===== src/rtl/mem_load_ctrl.sv =====
`default_nettype none
// ============================================================================
//  Module      : mem_load_ctrl
//  Description : Command-driven loader for external IRAM/DRAM. Streams words
//                into a memory window, reads a DRAM window back out as a
//                stream, or holds the processor run enable for a fixed time.
//  Revision    : 1.0 - initial release
// ============================================================================
module mem_load_ctrl #(
    parameter int WR_PULSE   = 4,
    parameter int RD_LAT     = 5,
    parameter int RUN_CYCLES = 120000
) (
    input  logic        clock,
    input  logic        reset_n,
    // command channel
    input  logic        cmd_valid,
    output logic        cmd_ready,
    input  logic [1:0]  cmd_op,
    input  logic [8:0]  cmd_lo,
    input  logic [8:0]  cmd_hi,
    // load-word stream
    input  logic        in_valid,
    output logic        in_ready,
    input  logic [15:0] in_data,
    // readback-word stream
    output logic        out_valid,
    input  logic        out_ready,
    output logic [15:0] out_data,
    // mode enables
    output logic        start,
    output logic        start_2,
    output logic        start_3,
    output logic        start_4,
    // external memory side
    output logic [8:0]  addr_ext,
    output logic        iram_write_ext,
    output logic        dram_write_ext,
    output logic        read_en_ext,
    output logic [15:0] Data_in_ins,
    output logic [15:0] Data_in_dram,
    input  logic [15:0] dram_in,
    // status
    output logic        busy,
    output logic        done
);

    localparam logic [1:0] c_OP_IRAM = 2'b00;
    localparam logic [1:0] c_OP_DRAM = 2'b01;
    localparam logic [1:0] c_OP_READ = 2'b10;
    localparam logic [1:0] c_OP_RUN  = 2'b11;

    localparam logic [3:0] c_IDLE      = 4'd0;
    localparam logic [3:0] c_SETUP     = 4'd1;
    localparam logic [3:0] c_WAIT_DATA = 4'd2;
    localparam logic [3:0] c_WRITE     = 4'd3;
    localparam logic [3:0] c_WGAP      = 4'd4;
    localparam logic [3:0] c_RD_REQ    = 4'd5;
    localparam logic [3:0] c_RD_WAIT   = 4'd6;
    localparam logic [3:0] c_RD_OUT    = 4'd7;
    localparam logic [3:0] c_RUN       = 4'd8;
    localparam logic [3:0] c_FINISH    = 4'd9;

    localparam logic [31:0] c_WR_LAST  = 32'(WR_PULSE - 1);
    localparam logic [31:0] c_RD_LAST  = 32'(RD_LAT - 1);
    localparam logic [31:0] c_RUN_LAST = 32'(RUN_CYCLES - 1);

    logic [3:0]  r_state;
    logic [1:0]  r_op;
    logic [8:0]  r_hi;
    logic [8:0]  r_addr;
    logic [31:0] r_cnt;
    logic [15:0] r_ins;
    logic [15:0] r_dram;
    logic [15:0] r_out;

    logic [8:0]  w_addr_inc;
    logic        w_mode_active;
    logic        w_write;
    logic        w_in_hs;

    assign w_addr_inc    = r_addr + 9'd1;
    // Load/readback enables cover SETUP through FINISH; RUN owns only `start`.
    assign w_mode_active = (r_state != c_IDLE) && (r_state != c_RUN);
    assign w_write       = (r_state == c_WRITE);
    assign w_in_hs       = (r_state == c_WAIT_DATA) && in_valid;

    // Control state, address window walk and shared cycle counter.
    always_ff @(posedge clock or negedge reset_n) begin
        if (!reset_n) begin
            r_state <= c_IDLE;
            r_op    <= c_OP_IRAM;
            r_hi    <= 9'd0;
            r_addr  <= 9'd0;
            r_cnt   <= 32'd0;
        end else begin
            case (r_state)
                c_IDLE: begin
                    if (cmd_valid) begin
                        r_op  <= cmd_op;
                        r_hi  <= cmd_hi;
                        r_cnt <= 32'd0;
                        if (cmd_op == c_OP_RUN) begin
                            r_state <= c_RUN;
                        end else begin
                            r_addr  <= cmd_lo;
                            r_state <= c_SETUP;
                        end
                    end
                end
                c_SETUP: begin
                    if (r_addr >= r_hi) begin
                        r_state <= c_FINISH;
                    end else if (r_op == c_OP_READ) begin
                        r_state <= c_RD_REQ;
                    end else begin
                        r_state <= c_WAIT_DATA;
                    end
                end
                c_WAIT_DATA: begin
                    if (in_valid) begin
                        r_cnt   <= 32'd0;
                        r_state <= c_WRITE;
                    end
                end
                c_WRITE: begin
                    if (r_cnt == c_WR_LAST) begin
                        r_cnt   <= 32'd0;
                        r_state <= c_WGAP;
                    end else begin
                        r_cnt <= r_cnt + 32'd1;
                    end
                end
                c_WGAP: begin
                    // Address moves only here, while the strobe is low.
                    r_addr  <= w_addr_inc;
                    r_state <= (w_addr_inc == r_hi) ? c_FINISH : c_WAIT_DATA;
                end
                c_RD_REQ: begin
                    r_cnt   <= 32'd0;
                    r_state <= c_RD_WAIT;
                end
                c_RD_WAIT: begin
                    if (r_cnt == c_RD_LAST) begin
                        r_cnt   <= 32'd0;
                        r_state <= c_RD_OUT;
                    end else begin
                        r_cnt <= r_cnt + 32'd1;
                    end
                end
                c_RD_OUT: begin
                    if (out_ready) begin
                        r_addr  <= w_addr_inc;
                        r_state <= (w_addr_inc == r_hi) ? c_FINISH : c_RD_REQ;
                    end
                end
                c_RUN: begin
                    if (r_cnt == c_RUN_LAST) begin
                        r_cnt   <= 32'd0;
                        r_state <= c_FINISH;
                    end else begin
                        r_cnt <= r_cnt + 32'd1;
                    end
                end
                c_FINISH: begin
                    r_state <= c_IDLE;
                end
                default: begin
                    r_state <= c_IDLE;
                end
            endcase
        end
    end

    // Data registers: load words on stream handshake, readback word at end of read latency.
    always_ff @(posedge clock or negedge reset_n) begin
        if (!reset_n) begin
            r_ins  <= 16'd0;
            r_dram <= 16'd0;
            r_out  <= 16'd0;
        end else begin
            if (w_in_hs && (r_op == c_OP_IRAM)) begin
                r_ins <= in_data;
            end
            if (w_in_hs && (r_op == c_OP_DRAM)) begin
                r_dram <= in_data;
            end
            if ((r_state == c_RD_WAIT) && (r_cnt == c_RD_LAST)) begin
                r_out <= dram_in;
            end
        end
    end

    assign cmd_ready      = (r_state == c_IDLE);
    assign busy           = (r_state != c_IDLE);
    assign in_ready       = (r_state == c_WAIT_DATA);
    assign out_valid      = (r_state == c_RD_OUT);
    assign out_data       = r_out;
    assign done           = (r_state == c_FINISH);

    assign start          = (r_state == c_RUN);
    assign start_2        = w_mode_active && (r_op == c_OP_IRAM);
    assign start_3        = w_mode_active && (r_op == c_OP_DRAM);
    assign start_4        = w_mode_active && (r_op == c_OP_READ);

    assign addr_ext       = r_addr;
    assign iram_write_ext = w_write && (r_op == c_OP_IRAM);
    assign dram_write_ext = w_write && (r_op == c_OP_DRAM);
    // Read strobe starts the cycle after RD_REQ so it never overlaps an address change.
    assign read_en_ext    = (r_state == c_RD_WAIT);
    assign Data_in_ins    = r_ins;
    assign Data_in_dram   = r_dram;

endmodule
`default_nettype wire

===== config.mk =====
export PLATFORM = sky130hd
export DESIGN_NAME = mem_load_ctrl
export DESIGN_NICKNAME = d
export VERILOG_FILES = /design/src/rtl/mem_load_ctrl.sv
export SDC_FILE = /design/constraint.sdc
export NUM_CORES = 1
export LEC_CHECK = 0
export CORE_MARGIN = 3
export CORE_UTILIZATION = 50
export DETAILED_ROUTE_END_ITERATION = 10
export PLACE_DENSITY = 0.8
export SLEW_MARGIN = 5
export SYNTH_ARGS = -nofsm -noshare
export SYNTH_HDL_FRONTEND = slang
export SYNTH_SLANG_ARGS = --single-unit

===== constraint.sdc =====
create_clock -name clock -period 2.64 [get_ports clock]
set_input_delay 0.66 -clock clock [delete_from_list [all_inputs] [get_ports clock]]
set_output_delay 0.66 -clock clock [all_outputs]
set_load 0.02 [all_outputs]

# Word-level counts from Yosys, hierarchy flattened
# Index checks and enable logic that the tools add are counted.
word_totals:
  elab_cells: 76
  register_bits: 104
op_classes:
  reduce_logical: 19
  n_addsub: 2
  n_mux: 22
  n_eq_ne: 24
  n_lt_le_gt_ge: 1
op_table:
  columns: ["cell", "count"]
  rows:
  - ["32-bit one-hot mux with 6 select lines", 1]
  - ["32-bit 2-to-1 mux", 5]
  - ["4-bit 2-to-1 mux", 10]
  - ["4-bit one-hot mux with 9 select lines", 1]
  - ["32-bit by 1-bit adder with 32-bit output (second input constant)", 1]
  - ["32-bit by 17-bit equality test with 1-bit output (second input constant)", 1]
  - ["32-bit by 2-bit equality test with 1-bit output (second input constant)", 1]
  - ["32-bit by 3-bit equality test with 1-bit output (second input constant)", 1]
  - ["9-bit 2-to-1 mux", 3]
  - ["9-bit one-hot mux with 3 select lines", 1]
  - ["4-bit by 3-bit equality test with 1-bit output (second input constant)", 4]
  - ["1-bit logical AND", 10]
  - ["9-bit by 1-bit adder with 9-bit output (second input constant)", 1]
  - ["9-bit equality test", 1]
  - ["9-bit greater-or-equal comparator", 1]
  - ["4-bit by 2-bit equality test with 1-bit output (second input constant)", 2]
  - ["4-bit equality test (second input constant)", 2]
  - ["2-bit by 1-bit inequality test with 1-bit output (second input constant)", 4]
  - ["2-bit inequality test (second input constant)", 3]
  - ["6-bit AND reduction", 1]
  - ["6-bit nonzero test", 1]
  - ["2-bit equality test (second input constant)", 2]
  - ["4-bit by 1-bit equality test with 1-bit output (second input constant)", 1]
  - ["4-bit logical NOT", 1]
  - ["other kinds (9)", 9]

# Logic depth before layout (Yosys ltp)
logic_depth:
  depth_word: 5
  mapped_depth: 10
  depth_no_buf: 9

# Least setup slack after synthesis
# Ideal clock, no wire load.
synth_path:
  path_type: "register to register"
  start: "reg r_addr[0] (netlist: addr_ext[0])"
  end: "reg r_state[2]"
  path_buffers: 0
  period_less_slack_ps: 2438
  slack_ps: 202
  arrival_ps: 2310
  path_stages_with_launch: 9
  required_ps: 2512
  path_cell_list: "dfrtp_1 > ha_1 > nand3_1 > or3_1 > nor3_1 > a211oi_1 > nor4_2 > a221oi_1 > mux2_1"
synth_via:
  elab_chain_len: 5
synth_rtl:
  columns: ["item", "line_no", "text"]
  rows:
  - ["start, declared", "71", "logic [8:0] r_addr;"]
  - ["start signal, assigned", "106", "r_addr <= cmd_lo;"]
  - ["start signal, assigned", "136", "r_addr <= w_addr_inc;"]
  - ["start signal, assigned", "153", "r_addr <= w_addr_inc;"]
  - ["9-bit by 1-bit adder with 9-bit output", "82", "assign w_addr_inc = r_addr + 9'd1;"]
  - ["9-bit equality test", "154", "r_state <= (w_addr_inc == r_hi) ? c_FINISH : c_RD_REQ;"]
  - ["4-bit 2-to-1 mux", "154", null]
  - ["4-bit 2-to-1 mux", "152", "if (out_ready) begin"]
  - ["4-bit one-hot mux with 9 select lines (*)", "97", "case (r_state)"]
  - ["end signal, assigned", "104", "r_state <= c_RUN;"]
  - ["end signal, assigned", "154", null]
  - ["end signal, assigned", "160", "r_state <= c_FINISH;"]
  - ["end, declared", "68", "logic [3:0] r_state;"]
# Every way passes the cells marked *; elsewhere a longest branch is shown, timed or not. The select of a mux whose other input is x is not followed.
# A chain may end at the register's enable or synchronous reset.

# Worst setup path in the final report
layout_path:
  start: "reg r_state[1]"
  end: "out done"
layout_via:
  elab_chain_len: 1
layout_rtl:
  columns: ["item", "line_no", "text"]
  rows:
  - ["start signal, assigned", "91", "r_state <= c_IDLE;"]
  - ["start signal, assigned", "104", null]
  - ["start signal, assigned", "107", "r_state <= c_SETUP;"]
  - ["4-bit equality test", "199", "assign done = (r_state == c_FINISH);"]
  - ["end, declared", "45", "output logic done"]
# Every way passes these cells.

==> flow_metrics.tcl <==
set metrics [dict create \
    drt_wl_total_um 12900 \
    gp_congestion 0.901 \
    synthMuxAreaShare_pct 13.0 \
    worst-setup-path-type "reg -> out" \
    clkSinkCount 104 \
    die_h_um 110 \
    dp_slack_ps 8.09 \
    p_leak_nw 3.14 \
    yosysTopAreaCellShare_pct 48.5 \
    port_buffers 125 \
    syn_nets 580 \
    grt_max_degree 46 \
    utilization_pct 68.7 \
    vias_per_cell 5.49 \
    die_w_um 110 \
    netlist_instances 511 \
    hold_path.class "in -> async" \
    power_density_mw_per_mm2 1100 \
    crit_start "r_state[1]" \
    synth_top_family_by_area "simple AND/OR/NAND/NOR gates" \
    antenna_cells 0 \
    cp-start-kind "flip-flop" \
    hold_slack_ps 282 \
    fin_ws_ps 118 \
    synth-compound-area-share_pct 10.2 \
    met2_length_um 6360 \
    hold_buffers 0 \
    ys_seq_area_share_pct 48.5 \
    wl_per_cell_um 16.3 \
    fp.dieArea_mm2 0.0120 \
    r2r_start "addr_ext[0]" \
    vdd_drop_max_v 0.000501 \
    worst_ep_arrival_time_ps 1860 \
    end_kind "output pin" \
    synthFlopType "dfrtp_1" \
    grt_pass1_vias 4339 \
    synth_xor_area_share_pct 5.23 \
    synth.avg_cell_area_um2 10.5 \
    hold_violations 0 \
    hpwl_um 9400 \
    grt_usage_pct 22.0 \
    layout-drive-gt1-share_pct 17.6 \
    r2r_end "r_state[3]" \
    fin_nets 719 \
    rows 37 \
    min_period_ps 2520 \
    max_freq_mhz 396 \
    ys_ff_latch 104 \
    multi_input_area_mm2 0.00259 \
    status "complete, no violations" \
    ios 126 \
    slew_viol_final 0 \
    grt_pass1_wl_um 21000 \
    regArea_mm2 0.00261 \
    synth_cell_types 55 \
    ys_warn_count 0 \
    drc 0 \
    crit_end "done" \
    worst_path_largest_cell_delay_ps 600 \
    num_vias 4342 \
    slew_headroom_pct 60.3 \
    area_growth_pct 32.8 \
    route.met3.wl_um 683 \
    core_mm2 0.0104 \
    netlist_area_mm2 0.00536 \
    reg2reg_slack_ps 140 \
    cp.required_ps 1980 \
    fin_worst_skew_ps 11.6 \
    ff2ff_path_depth 9 \
    worstMarginPinSlew_ps 595 \
    clk_pin_slew_ps 100 \
    yosysTopAreaCell "dfrtp_1" \
    first_pass_iters 4 \
    cts_tree "yes" \
    synth_fa_ha_area_share_pct 2.80 \
    numCtsBuffers 9 \
    setup_viol 0 \
    highest_layer "met4" \
    crit_slowest_cell "clkdlybuf4s50_1" \
    crit_path_max_fanout 9 \
    ant_nets 0 \
    path_cells "nor2_1, and3_1, clkdlybuf4s50_1" \
    synth-simple-area-share_pct 16.6 \
    ys_top_cells_by_area "dfrtp_1 (49%), mux2_2 (12%), xnor2_1 (3.4%)" \
    clockBufferDepth 2 \
    antenna_found_initial 0 \
    drtIter0Drc 243 \
    drv_cap 0 \
    timing.final.crit_share_pct 95.5 \
    grt_overflow 0 \
    n_fill_cell 793 \
    cts_max_level 3 \
    setup_tns_ps 0 \
    clkLatencyLatePin_ps 370 \
    async_flop_share_pct 100 \
    initial_core_util_pct 51.7 \
    root_buffer "clkbuf_8" \
    met1_length_um 5640 \
    synth_edf_count 0 \
]
==> layer usage <==
layer | global-route usage, % | vias to the layer above
li1 | - | 2116
met1 | 29.7 | 2097
met2 | 36.4 | 114
met3 | 4.52 | 15
met4 | 5.79 | 0
met5 | 0 | -
==> layout make-up <==
cell class                      instances  area share [%]
Sequential cell                       104            36.6
Multi-Input combinational cell        363            36.4
Timing Repair Buffer                  149            20.6
Tap cell                              136            2.39
Clock buffer                           11            2.13
Inverter                               23            1.21
Clock inverter                          5           0.668
==> worst min-delay path by stage <==
| stage | from | endpoint | slack [ps] |
|---|---|---|---|
| finish | reset_n | addr_ext[5] | 280 |
| detailed placement | Data_in_ins[9] | Data_in_ins[9] | 490 |
| floorplan | reset_n | Data_in_dram[0] | 360 |
| global route | reset_n | addr_ext[8] | 310 |
| global placement | Data_in_ins[5] | Data_in_ins[5] | 490 |
| CTS | reset_n | addr_ext[7] | 300 |
==> state kept, by name, summed over array words and instances, names as in the netlist <==
name,count
r_op,2
Data_in_ins,16
r_cnt,32
r_state,4
out_data,16
r_hi,9
addr_ext,9
Data_in_dram,16
==> kinds of logic (layout without fill, tap and decap cells) <==
logic type                 Yosys count  after routing
adders and majority gates           12             12
DFF                                104            104
muxes                               62             62
and+or+nand+nor                    175            175
xor gates and xnor gates            32             32
AOI/OAI and AO/OA                   82             82
buffers and inverters               44            188
==> report_power, final <==
part | leakage (nW) | switching [mW] | internal (mW) | total, mW
logic | 1.70 | 2.12 | 2.08 | 4.20
registers | 1.34 | 0.511 | 2.15 | 2.66
clock network | 0.0996 | 0.575 | 0.412 | 0.987
==> worst max-delay path: cells and delay by family, from the launching register on <==
family / cells / cell delay, ps
buffers and inverters: 1 / 600
flip-flops: 1 / 490
AND/OR/NAND/NOR: 2 / 410
==> placed cells by master (no fill, tap or decap), types with 3 or more instances in the layout <==
cell / n
ha_1: 11
nand3_1: 17
a31oi_1: 7
clkdlybuf4s50_1: 118
a211oi_1: 3
nand4_1: 8
nor3_1: 16
nor2_1: 48
o22a_1: 8
dlygate4sd2_1: 4
inv_1: 23
dfrtp_2: 4
xnor2_1: 21
nand2b_1: 10
buf_12: 3
nand2_1: 34
o21ai_0: 21
and2_1: 3
nor4_1: 6
clkbuf_8: 11
buf_4: 22
dfrtp_1: 100
mux2_2: 59
xor2_1: 11
o31ai_1: 6
a21oi_1: 14
or3_1: 4
and3_1: 15
==> per-stage QoR <==
stage	total power [mW]	cell area, µm²	std cells
6_report	7.85	7120	791
5_1_grt	8.38	7120	791
4_1_cts	7.88	7100	791
3_5_place_dp	6.86	6890	774
3_3_place_gp	6.73	6890	774
2_1_floorplan	5.13	5360	511
==> cell usage after synthesis, drive strengths merged (2+ instances only) <==
master / number
xor2: 11
ha: 12
a211o: 2
mux2: 60
and4: 2
o22a: 8
inv: 23
a31oi: 7
nand2b: 10
nor4: 8
o22ai: 2
a21oi: 15
mux2i: 2
and2: 3
or3: 4
nand2: 34
o41ai: 2
or4: 2
o31ai: 6
and3: 16
buf: 10
nor2: 48
xnor2: 21
nor3: 17
o21ai: 23
a211oi: 3
a221oi: 2
clkbuf: 11
dfrtp: 104
nand4b: 2
o21a: 2
o221ai: 2
nand3: 17
nand4: 8
==> timing repair <==
item,in CTS,in global routing
pin swaps,0,1
buffers inserted,1,0
endpoints found under the hold margin,0,0
resized for setup,7,6
endpoints found under the setup margin,7,6
No activity file was read; power rests on OpenSTA's default activity.
